$ cat src/rtl/lsu_pkg.sv
// Shared encodings and helpers for the load/store unit.
// Size codes, FSM states and the byte-enable lookup used by the align datapath.
package lsu_pkg;

   localparam logic [1:0] SZ_B = 2'd0;
   localparam logic [1:0] SZ_H = 2'd1;
   localparam logic [1:0] SZ_W = 2'd2;
   localparam logic [1:0] SZ_D = 2'd3;

   localparam int DWORD_BYTES = 8;

   typedef enum logic [1:0] {
      IDLE = 2'd0,
      RD   = 2'd1,
      WR   = 2'd2,
      RESP = 2'd3
   } lsu_state_e;

   // Byte enables for an access of the given size, anchored at byte 0.
   function automatic logic [7:0] size_mask(input logic [1:0] size);
      case (size)
         SZ_B:    return 8'h01;
         SZ_H:    return 8'h03;
         SZ_W:    return 8'h0F;
         default: return 8'hFF;
      endcase
   endfunction

endpackage

$ cat src/rtl/lsu_align.sv
// Combinational lane datapath: extracts and extends load data, and merges
// sub-dword store data into a read-back dword. No state, no backpressure.
module lsu_align
   import lsu_pkg::*;
(
   input  logic [63:0] ld_rdata,
   input  logic [2:0]  offset,
   input  logic [1:0]  size,
   input  logic        is_unsigned,
   output logic [63:0] ld_data,
   input  logic [63:0] st_old,
   input  logic [63:0] st_wdata,
   output logic [63:0] st_data
);

   logic [63:0] ld_shift;
   logic [63:0] st_shift;
   logic [7:0]  st_be;

   always_comb begin
      ld_shift = ld_rdata >> {offset, 3'b000};
      case (size)
         SZ_B:    ld_data = is_unsigned ? {56'd0, ld_shift[7:0]}  : {{56{ld_shift[7]}},  ld_shift[7:0]};
         SZ_H:    ld_data = is_unsigned ? {48'd0, ld_shift[15:0]} : {{48{ld_shift[15]}}, ld_shift[15:0]};
         SZ_W:    ld_data = is_unsigned ? {32'd0, ld_shift[31:0]} : {{32{ld_shift[31]}}, ld_shift[31:0]};
         default: ld_data = ld_shift;
      endcase
   end

   // Requests reaching here are aligned, so the shifted enables never spill past byte 7.
   always_comb begin
      st_shift = st_wdata << {offset, 3'b000};
      st_be    = size_mask(size) << offset;
      st_data  = st_old;
      for (int i = 0; i < DWORD_BYTES; i++) begin
         if (st_be[i]) begin
            st_data[8*i +: 8] = st_shift[8*i +: 8];
         end
      end
   end

endmodule

$ cat src/rtl/load_store_unit.sv
// Data-memory initiator: one request at a time, RMW for sub-dword stores.
// Latency: fault 1, load/dword store 2, sub-dword store 3; response held until resp_ready.
module load_store_unit
   import lsu_pkg::*;
#(
   parameter int MEM_BYTES = 2048
) (
   input  logic        clk,
   input  logic        rst_n,
   input  logic        req_valid,
   output logic        req_ready,
   input  logic        req_is_store,
   input  logic [1:0]  req_size,
   input  logic        req_unsigned,
   input  logic [63:0] req_addr,
   input  logic [63:0] req_wdata,
   output logic        resp_valid,
   input  logic        resp_ready,
   output logic [63:0] resp_rdata,
   output logic        resp_err,
   output logic        MemRead,
   output logic        MemWrite,
   output logic [63:0] address,
   output logic [63:0] write_data,
   input  logic [63:0] read_data
);

   lsu_state_e  state_q, state_d;
   logic        is_store_q, is_store_d;
   logic [1:0]  size_q, size_d;
   logic        unsigned_q, unsigned_d;
   logic [63:0] addr_q, addr_d;
   logic [63:0] wdata_q, wdata_d;
   logic        mem_read_q, mem_read_d;
   logic        mem_write_q, mem_write_d;
   logic [63:0] address_q, address_d;
   logic [63:0] write_data_q, write_data_d;
   logic        resp_valid_q, resp_valid_d;
   logic [63:0] resp_rdata_q, resp_rdata_d;
   logic        resp_err_q, resp_err_d;

   logic        misaligned;
   logic        fault;
   logic [63:0] ld_data;
   logic [63:0] st_data;

   lsu_align u_align (
      .ld_rdata    (read_data),
      .offset      (addr_q[2:0]),
      .size        (size_q),
      .is_unsigned (unsigned_q),
      .ld_data     (ld_data),
      .st_old      (read_data),
      .st_wdata    (wdata_q),
      .st_data     (st_data)
   );

   always_comb begin
      case (req_size)
         SZ_B:    misaligned = 1'b0;
         SZ_H:    misaligned = req_addr[0];
         SZ_W:    misaligned = |req_addr[1:0];
         default: misaligned = |req_addr[2:0];
      endcase
      fault = misaligned || (req_addr >= 64'(MEM_BYTES));
   end

   always_comb begin
      state_d      = state_q;
      is_store_d   = is_store_q;
      size_d       = size_q;
      unsigned_d   = unsigned_q;
      addr_d       = addr_q;
      wdata_d      = wdata_q;
      write_data_d = 64'd0;
      resp_valid_d = resp_valid_q;
      resp_rdata_d = resp_rdata_q;
      resp_err_d   = resp_err_q;

      case (state_q)
         IDLE: begin
            if (req_valid) begin
               is_store_d   = req_is_store;
               size_d       = req_size;
               unsigned_d   = req_unsigned;
               addr_d       = req_addr;
               wdata_d      = req_wdata;
               resp_rdata_d = 64'd0;
               resp_err_d   = 1'b0;
               if (fault) begin
                  state_d      = RESP;
                  resp_valid_d = 1'b1;
                  resp_err_d   = 1'b1;
               end else if (req_is_store && req_size == SZ_D) begin
                  state_d      = WR;
                  write_data_d = req_wdata;
               end else begin
                  state_d = RD;
               end
            end
         end
         RD: begin
            if (is_store_q) begin
               state_d      = WR;
               write_data_d = st_data;
            end else begin
               state_d      = RESP;
               resp_valid_d = 1'b1;
               resp_rdata_d = ld_data;
            end
         end
         WR: begin
            state_d      = RESP;
            resp_valid_d = 1'b1;
         end
         default: begin
            if (resp_ready) begin
               state_d      = IDLE;
               resp_valid_d = 1'b0;
               resp_rdata_d = 64'd0;
               resp_err_d   = 1'b0;
            end
         end
      endcase

      // Memory-side outputs are registered off the next state so they line up with RD/WR.
      mem_read_d  = (state_d == RD);
      mem_write_d = (state_d == WR);
      address_d   = (mem_read_d || mem_write_d) ? {addr_d[63:3], 3'b000} : 64'd0;
   end

   always_ff @(posedge clk or negedge rst_n) begin
      if (!rst_n) begin
         state_q      <= IDLE;
         is_store_q   <= 1'b0;
         size_q       <= 2'd0;
         unsigned_q   <= 1'b0;
         addr_q       <= 64'd0;
         wdata_q      <= 64'd0;
         mem_read_q   <= 1'b0;
         mem_write_q  <= 1'b0;
         address_q    <= 64'd0;
         write_data_q <= 64'd0;
         resp_valid_q <= 1'b0;
         resp_rdata_q <= 64'd0;
         resp_err_q   <= 1'b0;
      end else begin
         state_q      <= state_d;
         is_store_q   <= is_store_d;
         size_q       <= size_d;
         unsigned_q   <= unsigned_d;
         addr_q       <= addr_d;
         wdata_q      <= wdata_d;
         mem_read_q   <= mem_read_d;
         mem_write_q  <= mem_write_d;
         address_q    <= address_d;
         write_data_q <= write_data_d;
         resp_valid_q <= resp_valid_d;
         resp_rdata_q <= resp_rdata_d;
         resp_err_q   <= resp_err_d;
      end
   end

   assign req_ready  = (state_q == IDLE);
   assign resp_valid = resp_valid_q;
   assign resp_rdata = resp_rdata_q;
   assign resp_err   = resp_err_q;
   assign MemRead    = mem_read_q;
   assign MemWrite   = mem_write_q;
   assign address    = address_q;
   assign write_data = write_data_q;

endmodule

$ cat config.mk
export PLATFORM = sky130hd
export DESIGN_NAME = load_store_unit
export DESIGN_NICKNAME = d
export VERILOG_FILES = /design/src/rtl/lsu_pkg.sv /design/src/rtl/lsu_align.sv /design/src/rtl/load_store_unit.sv
export SDC_FILE = /design/constraint.sdc
export NUM_CORES = 1
export LEC_CHECK = 0
export CAP_MARGIN = 20
export CORE_MARGIN = 5
export CORE_UTILIZATION = 41
export CTS_CLUSTER_SIZE = 30
export DETAILED_ROUTE_END_ITERATION = 7
export MAX_ROUTING_LAYER = met4
export PLACE_DENSITY = 0.68
export SLEW_MARGIN = 40
export SYNTH_ARGS = -nofsm -noshare
export SYNTH_HDL_FRONTEND = slang
export SYNTH_HIERARCHICAL = 1
export SYNTH_SLANG_ARGS = --single-unit
$ cat constraint.sdc
create_clock -name clk -period 3.5 [get_ports clk]
set_clock_uncertainty 0.05 [all_clocks]
set_input_delay 0.7 -clock clk [delete_from_list [all_inputs] [get_ports clk]]
set_output_delay 0.7 -clock clk [all_outputs]
set_load 0.01 [all_outputs]
Yosys cells after proc, flatten, opt, wreduce, memory -nomap -nowiden. Cells that the tools add are included. W data, S select, Z words.

Register bits after elaboration: 330. Bits in latches: 0. RAM bits: 0. Bits in read-only memories: 0. Input port bits: 200. Word-level logic and storage cells: 88. Memories: 0.

Add/sub/neg operators: 0. $mul: 0. Div/mod/pow operators: 0. Magnitude comparators: 1. Equal/unequal tests: 12. Shift operators: 3. Multiplexer cells: 40. Bitwise gates (word level): 2. Reductions and logical operators: 16.

Operator list (number): $mux W64 (13); $pmux W64 S3 (2); $pmux W64 S2 (1); $ge A64 B12 Y1 const B (1); $mux W8 (8); $shl A64 B6 Y64 (1); $shr A64 B6 Y64 (1); $pmux W8 S3 (1); $eq A2 B2 Y1 const B (5); $eq A2 B1 Y1 const B (4); $mux W2 (4); $reduce_and A4 Y1 (2); $shl A8 B3 Y8 (1); $mux W1 (7); $logic_not A2 Y1 (3); $pmux W1 S3 (2); $pmux W2 S3 (1); $ne A2 B2 Y1 const B (2); $reduce_bool A4 Y1 (1); $reduce_or A2 Y1 (2); $reduce_and A3 Y1 (1); $reduce_bool A3 Y1 (1); $reduce_or A3 Y1 (1); $logic_or A1 B1 Y1 (2); 6 further kinds (7).

Logic depth before layout (Yosys ltp).
Depth after elaboration: 9. Mapped depth: 12. Mapped depth without buffers: 9.

Modules after synthesis. The synthesis kept the hierarchy.

Modules (own cells, without submodules): load_store_unit (times used 1, cells each 1110, area an instance 11900.2 sq um, sequential area each 8182.8 sq um); lsu_align (times used 1, cells each 697, area an instance 4704.5 sq um, sequential area each 0.0 sq um).

Worst setup path after synthesis. No wires, ideal clock.

Path kind: input -> register. Start point: input req_addr[26]. End point: register address_q[10] (netlist: address[10]). Arrival time: 2.473 ns. Setup slack: 0.841 ns. Stages: 9. Buffers on the path: 2. Cell sequence: nor4_1 -> nand4_1 -> a211oi_2 -> and2_1 -> a31oi_1 -> ha_1 -> buf_1 -> clkbuf_1 -> a21oi_1.

Cells in the longest elaborated chain, start to end: 8. Elaborated cells on any way between the ends: 9.

Ends and longest elaborated chain: start, declared (line load_store_unit.sv:15) `input logic [63:0] req_addr,`; $ge A64 B12 Y1 * (line load_store_unit.sv:65) `fault = misaligned || (req_addr >= 64'(MEM_BYTES));`; $logic_or A1 B1 Y1 * (line load_store_unit.sv:65); $mux W2 * (line load_store_unit.sv:90) `if (fault) begin`; $mux W2 * (line load_store_unit.sv:82) `if (req_valid) begin`; $pmux W2 S3 * (line load_store_unit.sv:80) `case (state_q)`; named net state_d[1] (line load_store_unit.sv:28) `lsu_state_e state_q, state_d;`; $eq A2 B1 Y1 or $eq A2 B2 Y1 (tied branches) (line load_store_unit.sv:127, load_store_unit.sv:128); $logic_or A1 B1 Y1 * (line load_store_unit.sv:129) `address_d = (mem_read_d || mem_write_d) ? {addr_d[63:3], 3'b000} : 64'd0;`; $mux W64 * (line load_store_unit.sv:129); named net address_d[10] (line load_store_unit.sv:36) `logic [63:0] address_q, address_d;`; end signal, assigned (line load_store_unit.sv:156) `address_q <= address_d;`; end, declared (line load_store_unit.sv:36).

The timed path passes the listed nets; every way through them passes the cells marked *. A chain may end at the register's enable or synchronous reset.

Worst setup path in the final report.
Start point: register addr_q[1]. End point: register write_data_q[44] (netlist: write_data[44]).

Cells in the longest elaborated chain, start to end: 4. Elaborated cells on any way between the ends: 5.

Ends and longest elaborated chain: start, declared (line load_store_unit.sv:32) `logic [63:0] addr_q, addr_d;`; start signal, assigned (line load_store_unit.sv:152) `addr_q <= addr_d;`; $shl A64 B6 Y64 or $shl A8 B3 Y8 (tied branches) (line lsu_align.sv:32, lsu_align.sv:33); $mux W8 * (line lsu_align.sv:36) `if (st_be[i]) begin`; named net st_data[44] (line load_store_unit.sv:45) `logic [63:0] st_data;`; $mux W64 * (line load_store_unit.sv:103) `if (is_store_q) begin`; $pmux W64 S2 * (line load_store_unit.sv:80); named net write_data_d[44] (line load_store_unit.sv:37) `logic [63:0] write_data_q, write_data_d;`; end signal, assigned (line load_store_unit.sv:157) `write_data_q <= write_data_d;`; end, declared (line load_store_unit.sv:37).

Marks and branches as above.

==> out/summary.md <==
* **clk sink count** 327
* **Worst EP arrival** 3320 ps
* **peak clock frequency supported by timing** 0.344 GHz
* **area fraction of the dominant cell type after synthesis** 49.3%
* **Iteration-0 DRC Markers** 1381
* **number of endpoints with negative hold slack in the final report** 0
* **via total after detailed routing** 15100
* **number of buffers on the longest clock path** 3
* **Cell Pwr Density** 903 nW/um^2
* **Post-CTS Setup Repair Bufs** 0
* **post-layout worst setup margin** 591 ps
* **share of total power in sequential cells** 30.5%
* **unrepaired setup endpoints after global routing** no
* **Clk pin slew, worst setup/hold paths** 60 ps
* **area growth from synthesis to layout** 33.6%
* **deepest level of the CTS H-tree** 2
* **# hold bufs at CTS** 0
* **antenna-violating nets left** 0
* **die outline area** 44600 um^2
* **Placeable Area** 39900 um^2
* **Seq cells post-synth** 327
* **total of buffers placed on input and output ports** 393
* **TritonCTS clock tree** done
* **post-layout instance count excluding filler cells** 2711
* **run status** completed
* **shortest clock period the worst path allows after layout** 2910 ps
* **Static Leak** 0.0100 uW
* **number of distinct library cells after synthesis** 64
* **final slew viol count** 0
* **min-delay worst type** input pin to asynchronous set/reset pin
* **final net count** 2355
* **Met2 Wirelength** 29600 um
* **uppermost layer routed** met4
* **CP startpoint kind** flip-flop
* **post-synthesis instance area** 16600 um^2
* **overflow left after global routing** 0
* **fill cell count** 3638
* **EDFF count, synth** 0
* **part of the power in the clock network** 19.4%
* **synthesized instance count** 1807
* **number of primary I/O pins** 397
* **worst slew slack as a fraction of its limit** 45.6%
* **post-layout util** 55.6%
* **die width** 211 um
* **share of the yosys chip area belonging to registers** 49.3%
* **first-pass GRT wire length** 95000 um
* **sum of negative setup slack** 0 ps
* **Finish-stage setup viols** 0
* **switching power share of the total** 42.6%
* **syn avg cell area** 9.19 um^2
* **DRC violation count after routing** 0
* **starting utilization of the core area** 41.6%
* **detailed-route wire length** 64100 um
* **capturing element type of the critical path** flip-flop
* **largest cells by area after synthesis** sky130_fd_sc_hd__dfrtp_1 (49%), sky130_fd_sc_hd__nand2_1 (14%), sky130_fd_sc_hd__mux2i_1 (4.8%)
* **share of the clock period used by the worst path** 83.1%
* **Critical Setup Path Class** flip-flop to flip-flop
* **share of layout cells above drive strength 1** 10.5%
* **WL/cell** 23.7 um
* **Skew-Pair Late Insertion Delay** 550 ps
* **share of synthesized flip-flops with an asynchronous set or reset** 100%
* **dpl hpwl** 47700 um
* **transition time of the tightest slew-check pin** 816 ps
* **number of global-route vias before repair** 15300
* **cell type contributing the most total cell area after synthesis** sky130_fd_sc_hd__dfrtp_1
* **internal power contribution** 11500 uW
* **Tot GR Track Use** 28.7%
* **Max-Cap Viols** 0
* **Met3 Wirelength** 6440 um
* **worst-case vdd ir drop** 0.812 mV
* **vias per cell** 5.59
* **commonest register cell after synthesis** sky130_fd_sc_hd__dfrtp_1
* **required time of the critical path** 3910 ps
* **detailed-route wire length on metal 1** 26100 um
* **Resize count post-CTS** 0
* **maximum number of pins on one net before global-route repair** 134
* **number of antenna violations at the first check in global routing** 9
* **die extent in y** 211 um
* **length of the first detailed-routing pass in iterations** 6
* **count of synthesis-stage warnings from yosys** 6
* **cell at the root of the clock tree** sky130_fd_sc_hd__clkbuf_16
* **Cell Rows** 73
* **sw power** 8540 uW
* **Gate power share** 50.1%
* **maximum net fanout on the critical path** 57
* **pre-CTS WS** 52.1 ps
* **clock buffers created by TritonCTS** 37
* **Cells after DPL** 2634
* **RD Place Congestion** 0.987
[Yosys cell counts, types with 8 or more instances]
master and instances:
sky130_fd_sc_hd__a22o_1 64, sky130_fd_sc_hd__mux2i_1 79, sky130_fd_sc_hd__nor4_1 12, sky130_fd_sc_hd__nand2_1 617, sky130_fd_sc_hd__o21ai_0 144, sky130_fd_sc_hd__buf_6 20, sky130_fd_sc_hd__o211ai_1 10, sky130_fd_sc_hd__nor2b_1 13
sky130_fd_sc_hd__a21oi_1 102, sky130_fd_sc_hd__o22a_1 8, sky130_fd_sc_hd__buf_4 17, sky130_fd_sc_hd__mux4_2 8, sky130_fd_sc_hd__a211oi_1 17, sky130_fd_sc_hd__dfrtp_1 327, sky130_fd_sc_hd__nor2_1 53, sky130_fd_sc_hd__a221o_1 8
sky130_fd_sc_hd__clkbuf_1 57, sky130_fd_sc_hd__nand2_2 30, sky130_fd_sc_hd__mux2_2 57, sky130_fd_sc_hd__buf_2 32, sky130_fd_sc_hd__o22ai_1 8, sky130_fd_sc_hd__o32ai_1 8, sky130_fd_sc_hd__and2_1 11
[layer usage]
layer | GRT usage (%) | vias up
li1 | - | 6883
met4 | 8.74 | 0
met3 | 7.99 | 113
met2 | 44.0 | 752
met1 | 37.3 | 7397
met5 | - | -
[cell type report]
| type | instances | area (um^2) | area share, % |
|---|---|---|---|
| flip-flops and latches | 327 | 8190 | 36.9 |
| multi-input cells | 1343 | 7670 | 34.5 |
| repair buffers | 434 | 4420 | 19.9 |
| clock buffers | 54 | 1080 | 4.87 |
| well taps | 525 | 657 | 2.96 |
| clock inverters | 13 | 129 | 0.581 |
| diodes | 10 | 25.0 | 0.113 |
| inverters | 5 | 18.8 | 0.0846 |
[flip-flops by register name, summed over array words and instances, names as in the netlist]
| name | cells |
|---|---|
| unsigned_q | 1 |
| address | 61 |
| size_q | 2 |
| MemRead | 1 |
| wdata_q | 64 |
| is_store_q | 1 |
| MemWrite | 1 |
| resp_valid | 1 |
| state_q | 2 |
| addr_q | 64 |
| resp_rdata | 64 |
| resp_err | 1 |
| write_data | 64 |
[cell families after synthesis]
| group | Yosys count | synth area share, % |
|---|---|---|
| AO/OA/AOI/OAI | 415 | 16.3 |
| buffers and inverters | 139 | 4.72 |
| multiplexers | 148 | 10.0 |
| other | 1 | 0.0226 |
| flip-flops | 327 | 49.3 |
| adder cells (fa/ha/maj) | 7 | 0.527 |
| AND/OR/NAND/NOR | 770 | 19.2 |
[power by group through the flow]
stage | Combinational, uW | Sequential, uW | Clock [uW]
6_report | 10100 | 6100 | 3890
5_1_grt | 10900 | 6240 | 4090
4_1_cts | 9990 | 6090 | 3950
3_5_place_dp | 9940 | 6140 | 0
3_3_place_gp | 9820 | 6120 | 0
2_1_floorplan | 6700 | 5820 | 0
[per-stage QoR]
stage / instance area (um^2) / hold slack [ps] / total power, uW
after global placement: 21000 / 401 / 15900
final: 22200 / 43.0 / 20000
after floorplan: 16600 / 354 / 12500
after detailed placement: 21000 / 407 / 16100
after global routing: 22200 / 76.3 / 21200
after CTS: 22200 / 43.6 / 20000
[path summary, 6_finish.rpt]
| path | from | end | depth (start not counted) | slack [ps] |
|---|---|---|---|---|
| max in group asynchronous | rst_n | resp_rdata[50] | 2 | 2520 |
| hold reg to reg | addr_q[4] | addr_q[4] | 2 | 420 |
| hold / removal | rst_n | write_data[46] | 1 | 40 |
| setup reg to reg | addr_q[1] | write_data[44] | 8 | 590 |
| min in group clk | addr_q[4] | addr_q[4] | 2 | 420 |
| setup / recovery | addr_q[1] | write_data[44] | 8 | 590 |
[worst max-delay path, stage by stage (launching register included)]
cell and delay [ps]:
sky130_fd_sc_hd__dfrtp_4 940, sky130_fd_sc_hd__buf_4 550, sky130_fd_sc_hd__mux2i_1 190, sky130_fd_sc_hd__nor2_1 130, sky130_fd_sc_hd__a21oi_1 50, sky130_fd_sc_hd__o22a_1 210
sky130_fd_sc_hd__o21ai_0 410, sky130_fd_sc_hd__nand2_1 130, sky130_fd_sc_hd__o21ai_0 120
[layout by cell type, fill, tap and decap left out, drive strengths merged, types with 3 or more instances in the layout]
| master | instances |
|---|---|
| a2111oi | 8 |
| a211oi | 19 |
| a21oi | 104 |
| a221o | 8 |
| a22o | 64 |
| a2bb2oi | 7 |
| a31oi | 4 |
| and2 | 11 |
| buf | 42 |
| clkbuf | 54 |
| clkdlybuf4s50 | 392 |
| clkinv | 8 |
| conb | 3 |
| dfrtp | 327 |
| diode | 10 |
| ha | 7 |
| inv | 7 |
| mux2 | 61 |
| mux2i | 79 |
| mux4 | 8 |
| nand2 | 647 |
| nand2b | 4 |
| nand3 | 7 |
| nand4 | 4 |
| nor2 | 53 |
| nor2b | 14 |
| nor3 | 6 |
| nor3b | 3 |
| nor4 | 12 |
| o211ai | 10 |
| o21a | 7 |
| o21ai | 148 |
| o22a | 8 |
| o22ai | 10 |
| o31ai | 3 |
| o32ai | 8 |
| or2 | 3 |
| or3 | 3 |
No activity file was read; power rests on OpenSTA's default activity.
